[src/rtl/pwm_multichannel.sv]
// pwm_multichannel: NUM_CH-output PWM with prescaler, programmable top and
// double-buffered duty/top registers that swap only at the period wrap.
module pwm_multichannel #(
  parameter int NUM_CH = 16,
  parameter int CNT_W = 8,
  parameter int PRESC_W = 8,
  localparam int CH_W = NUM_CH > 1 ? $clog2(NUM_CH) : 1
) (
  input  logic               clk,
  input  logic               rst_n,
  input  logic               run,
  input  logic [NUM_CH-1:0]  en_out,
  input  logic [NUM_CH-1:0]  en_pwm,
  input  logic [PRESC_W-1:0] prescale,
  input  logic [CNT_W-1:0]   top_in,
  input  logic               wr_en,
  input  logic [CH_W-1:0]    wr_ch,
  input  logic [CNT_W-1:0]   wr_duty,
  output logic [NUM_CH-1:0]  out,
  output logic               period_start
);
  logic [PRESC_W-1:0] presc_cnt;
  logic [CNT_W-1:0] cnt, top_shadow, top_active;
  logic [CNT_W-1:0] duty_shadow [NUM_CH];
  logic [CNT_W-1:0] duty_active [NUM_CH];
  logic [NUM_CH-1:0] out_next;
  logic tick, wrap, wr_ok;
  // ">=" rather than "==" so lowering prescale or top mid-count never stalls
  assign tick = run && presc_cnt >= prescale;
  assign wrap = tick && cnt >= top_active;
  assign wr_ok = wr_en && ({1'b0, wr_ch} < (CH_W+1)'(NUM_CH));
  always_comb begin
    out_next = '0;
    for (int i = 0; i < NUM_CH; i++)
      out_next[i] = en_out[i] && (!en_pwm[i] || cnt < duty_active[i] || &duty_active[i]);
  end
  always_ff @(posedge clk or negedge rst_n) begin
    if (!rst_n) begin
      presc_cnt <= '0;
      cnt <= '0;
      top_shadow <= '1;
      top_active <= '1;
      period_start <= 1'b0;
      out <= '0;
      for (int i = 0; i < NUM_CH; i++) begin
        duty_shadow[i] <= '0;
        duty_active[i] <= '0;
      end
    end else begin
      top_shadow <= top_in;
      if (wr_ok) duty_shadow[wr_ch] <= wr_duty;
      period_start <= wrap;
      out <= out_next;
      if (!run) begin
        presc_cnt <= '0;
        cnt <= '0;
      end else begin
        presc_cnt <= tick ? '0 : presc_cnt + 1'b1;
        if (tick) cnt <= wrap ? '0 : cnt + 1'b1;
      end
      // while stopped the active copies track the shadows so a restart uses current values
      if (!run || wrap) begin
        duty_active <= duty_shadow;
        top_active <= top_shadow;
      end
    end
  end
endmodule

[config.mk]
export PLATFORM = sky130hd
export DESIGN_NAME = pwm_multichannel
export DESIGN_NICKNAME = d
export VERILOG_FILES = /design/src/rtl/pwm_multichannel.sv
export SDC_FILE = /design/constraint.sdc
export NUM_CORES = 1
export LEC_CHECK = 0
export CAP_MARGIN = 10
export CORE_ASPECT_RATIO = 1.75
export CORE_MARGIN = 4
export CORE_UTILIZATION = 40
export CTS_CLUSTER_SIZE = 16
export DETAILED_ROUTE_END_ITERATION = 7
export GPL_ROUTABILITY_DRIVEN = 0
export MAX_ROUTING_LAYER = met4
export PLACE_DENSITY = 0.6
export SYNTH_ARGS = -nofsm -noshare
export SYNTH_HDL_FRONTEND = slang
export SYNTH_SLANG_ARGS = --single-unit
[constraint.sdc]
create_clock -name clk -period 6.3 [get_ports clk]
set_input_delay 0.63 -clock clk [delete_from_list [all_inputs] [get_ports clk]]
set_output_delay 0.63 -clock clk [all_outputs]
set_load 0.02 [all_outputs]
# --- Yosys cells after proc, flatten, opt, wreduce, memory -nomap -nowiden ---
# Index checks and enable logic that the tools add are counted.
word_totals:
  output_inout_bits: 17
  register_bits: 305
  elab_cells: 155
op_classes:
  n_reduce_logical: 85
  magnitude_cmp: 20
  n_addsub: 2
  n_bitwise: 1
  muxes: 8
  n_eq_ne: 1
ops:
  columns: ["cell", "count"]
  rows:
  - ["$bwmux W128", 1]
  - ["$lt A8 B8 Y1", 16]
  - ["$reduce_and A8 Y1", 16]
  - ["$mux W8", 6]
  - ["$logic_or A1 B1 Y1", 33]
  - ["$demux W8 S4", 1]
  - ["$logic_and A1 B1 Y1", 19]
  - ["$logic_not A1 Y1", 17]
  - ["$add A8 B1 Y8 const B", 2]
  - ["$ge A8 B8 Y1", 2]
  - ["$ge A5 B5 Y1 const B", 1]
  - ["$lt A5 B1 Y1 const B", 1]
  - ["$not A4 Y5", 1]
  - ["$ne A2 B1 Y1 const B", 1]

# --- Logic depth before layout (Yosys ltp) ---
logic_depth:
  ltp_word: 6
  ltp_mapped: 11

# --- Least setup slack after synthesis ---
# No wires, ideal clock.
synth_timing:
  path_type: "reg2reg"
  start: "reg cnt[2]"
  end: "reg duty_active[100] (netlist bit)"
  path_stages_with_launch: 10
  setup_time_ns: 0.125
  setup_slack_ns: 3.759
  required_ns: 6.175
  arrival_ns: 2.416
  synth_period_minus_slack_ns: 2.541
  path_cell_list: "dfrtp_1 > ha_1 > a211oi_1 > o21ai_0 > a21oi_2 > o21ai_1 > buf_2 > buf_6 > buf_6 > mux2_4"
synth_via:
  elab_chain_cells: 3
synth_rtl:
  columns: ["item", "line_no", "text"]
  rows:
  - ["start, declared", "23", "logic [CNT_W-1:0] cnt, top_shadow, top_active;"]
  - ["start signal, assigned", "59", "if (tick) cnt <= wrap ? '0 : cnt + 1'b1;"]
  - ["$ge A8 B8 Y1", "30", "assign wrap = tick && cnt >= top_active;"]
  - ["$logic_and A1 B1 Y1", "30", null]
  - ["$logic_or A1 B1 Y1", "62", "if (!run || wrap) begin"]
  - ["end signal, assigned", "63", "duty_active <= duty_shadow;"]
  - ["end, declared", "25", "logic [CNT_W-1:0] duty_active [NUM_CH];"]
# Every way passes these cells.
# A chain may end at the register's enable or synchronous reset.

# --- Worst setup path after layout ---
layout_timing:
  start: "reg cnt[0]"
  end: "reg duty_active[103] (netlist bit)"
# The elaborated chain is that of the path after synthesis.

==> metrics.csv <==
stage,metric,value,unit
setup_path,rrSetupSlack,1830,ps
setup_path,crit_type,flip-flop to flip-flop,
setup_path,crit_end,duty_active[103]$_DFFE_PN0P_,
yosys,yosys_most_used_dff,dfrtp_1,
setup_path,critPathSlowestCell,dfrtp_1,
route,drt-pass1-iter-count,5,
power_and_ir_drop,peakVddDrop,216,uV
clock_tree,path_clk_slew,70,ps
clock_tree,cts_buffers,29,
clock_tree,clkSinkCount,305,
setup_path,crit_start,cnt[0]$_DFFE_PN0P_,
layout,antennaDiodeCount,0,
power_and_ir_drop,p_int,0.00414,W
worst_hold_path,hold_class,primary input to asynchronous set/reset pin,
yosys,synth_common_cells,"289 x dfrtp_1, 224 x mux2_2, 130 x ha_1, 128 x inv_1, 52 x a21oi_1",
power_and_ir_drop,power_per_cell_area,332,nW/um^2
clock_tree,clk_latency,540,ps
place,dpl_worst_slack,1710,ps
yosys,netlist_instances,1211,
setup_path,ff2ff_path_depth,8,
timing,layout_setup_ws,1830,ps
yosys,netlist_area,15000,um^2
place,io_buffer_count,80,
grt,grt_usage,0.170,
route,postRouteAntennaNets,0,
timing,min_period,4470,ps
grt,grt_max_degree,157,
yosys,syn_area_per_cell,12.4,um^2
route,route.vias.total,9318,
power_and_ir_drop,p_sw,0.00161,W
yosys,synthMuxAreaShare,0.208,
yosys,synthDistinctLibCells,34,
timing,max_slew.worst_pin.slew,1140,ps
setup_path,r2r-end,duty_active[103]$_DFFE_PN0P_,
grt,gr-total-overflow,0,
job,maxCapViolations,0,
power_and_ir_drop,clkPwrFrac,0.307,
timing,tns,0,ps
grt,grt_pass1_vias,10086,
power_and_ir_drop,combPwrFrac,0.221,
yosys,synth_area_leaders,"dfrtp_1 48%, mux2_2 17%, ha_1 11%",
setup_path,cp.depth,8,
yosys,yosysTopAreaCell,dfrtp_1,
route,via_per_inst,5.18,
clock_tree,clockRootBuffer,clkbuf_16,
layout,areaGrowthSynthToFinish,15.5,%
yosys,synth_top_area_frac,0.483,
yosys,async_reset_ff_frac,1.00,
timing,grt_setup_unrepaired,no,
timing,maxSlewViolCount,0,
floorplanning,die-width,154,um
power_and_ir_drop,cellLeakagePower,8.33,nW
setup_path,critPathTopFamily,compound AO/OA/AOI/OAI gates,
clock_tree,postCtsSetupBuffers,0,
layout,drive_above_1_share,0.260,
layout,nNetsFinal,1497,
timing,setup_violations,0,
timing,max_slew_margin,0.239,
grt,grt_antenna_before_repair,0,
route,route.detailed.drc,0,
yosys,synth-seq-cells,305,
yosys,synthXorXnorAreaFrac,0.00351,
timing,clock_skew,8.15,ps
floorplanning,initial_utilization,0.406,
setup_path,critPathBufInv,2,
yosys,synth_top_family_by_area,multiplexers,
yosys,synth_most_common_cell,dfrtp_1,
clock_tree,cts_resized,0,
floorplanning,num_rows,93,
route,drt_wl_total,32900,um
clock_tree,max-clock-path-buffers,3,
yosys,synth-compound-area-share,0.0651,
setup_path,arrival,4910,ps
clock_tree,htreeDepth,1,
yosys,yosysWarnings,0,
setup_path,endpoint_kind,flip-flop,
setup_path,worstPathRequired,6730,ps
timing,timing.fmax,224,MHz
yosys,syn_nets,1405,
place,dp_hpwl,21000,um
floorplanning,die-area,40700,um^2
floorplanning,core,36900,um^2
power_and_ir_drop,seqPwrFrac,0.472,
timing,timing.final.crit_share,0.710,
setup_path,path_cells,"inv_1, ha_1, nor2b_1, o21ai_0, a21oi_2, o21ai_4, buf_4, mux2_2",
setup_path,reg2reg_from,cnt[0]$_DFFE_PN0P_,
status,status,completed,
yosys,synth_edf_count,0,
clock_tree,hold_buffers,0,
yosys,synth_fa_ha_area_frac,0.109,
grt,grt_pass1_wl,54000,um
floorplanning,io_pins,81,
timing,hold_viol_final,0,
yosys,synthSimpleGateAreaFrac,0.0597,
setup_path,cp-start-kind,flip-flop,
setup_path,slowest_delay,970,ps
clock_tree,cts_tree,done,
floorplanning,die_height,264,um
setup_path,cp_max_fo,71,
power_and_ir_drop,p_sw_frac,0.280,
route,wire_per_inst,18.3,um
route,drtIter0Drc,363,
yosys,seq_area_frac_synth,0.511,
## flip-flops by register name (all words and copies together), names as in the netlist
register	count
presc_cnt	8
cnt	8
duty_active	128
duty_shadow	128
top_active	8
period_start	1
out	16
top_shadow	8
## per-stage QoR
| step | instances | area (um^2) | hold slack (ps) | total power [W] | util |
|---|---|---|---|---|---|
| after floorplan | 1211 | 15000 | 334 | 0.00360 | - |
| final | 1800 | 17300 | 43.1 | 0.00575 | 0.469 |
| after global routing | 1800 | 17300 | 62.4 | 0.00613 | 0.469 |
| after global placement | 1747 | 16300 | 480 | 0.00396 | 0.443 |
| after detailed placement | 1747 | 16300 | 485 | 0.00404 | 0.443 |
| after CTS | 1800 | 17300 | 47.2 | 0.00583 | 0.469 |
## layout make-up
| cell class | count | area, um^2 |
|---|---|---|
| clock buffers | 42 | 855 |
| clock inverters | 11 | 109 |
| repair buffers | 94 | 923 |
| flip-flops and latches | 305 | 7650 |
| multi-input cells | 744 | 6680 |
| well taps | 475 | 594 |
| inverters | 129 | 484 |
| fillers | 3350 | 19600 |
## cells in the final DEF (no fill, tap or decap), types with 35 or more instances in the layout
cell,Yosys,layout
a21o_1,35,35
nor2_1,39,39
o21ai_0,50,50
mux2_2,224,224
nand3_1,37,37
a21oi_1,52,52
ha_1,130,130
clkdlybuf4s50_1,0,79
dfrtp_1,289,289
mux2_4,40,40
inv_1,128,128
## metal layers
| metal | wire length (um) | global-route usage |
|---|---|---|
| met1 | 13900 | 0.206 |
| met2 | 17100 | 0.298 |
| met3 | 1130 | 0.0187 |
| met4 | 793 | 0.0483 |
| met5 | 0 | - |
## kinds of logic (layout without fill, tap and decap cells)
family / after synthesis / count (layout)
flops: 305 / 305
fa+ha+maj: 130 / 130
mux: 264 / 264
compound gates: 167 / 167
buf+inv: 162 / 276
simple gates: 177 / 177
xor+xnor: 6 / 6
## power by group through the flow
stage / Clock [W] / Combinational [W] / Sequential (W)
floorplan: 0 / 0.000910 / 0.00269
global placement: 0 / 0.00122 / 0.00274
detailed placement: 0 / 0.00129 / 0.00275
CTS: 0.00182 / 0.00129 / 0.00272
global route: 0.00190 / 0.00145 / 0.00278
finish: 0.00177 / 0.00127 / 0.00271
## worst reg2reg max path, cell delays in order (launching register included)
cell and delay, ps:
dfrtp_1 970, inv_1 150, ha_1 240, nor2b_1 120, o21ai_0 200, a21oi_2 230, o21ai_4 940, buf_4 960
mux2_2 550
## worst min-delay path by stage
stage | startpoint | end | slack (ps) | cells past startpoint
after floorplan | rst_n | cnt[0]$_DFFE_PN0P_ | 330 | 0
after global placement | duty_shadow[24]$_DFFE_PN0P_ | duty_active[24]$_DFFE_PN0P_ | 480 | 1
after detailed placement | duty_shadow[61]$_DFFE_PN0P_ | duty_active[61]$_DFFE_PN0P_ | 490 | 1
after CTS | rst_n | out[14]$_DFF_PN0_ | 50 | 1
after global routing | rst_n | duty_active[23]$_DFFE_PN0P_ | 60 | 1
final | rst_n | duty_active[23]$_DFFE_PN0P_ | 40 | 1
Note: power is estimated with default switching activity, not from simulation.
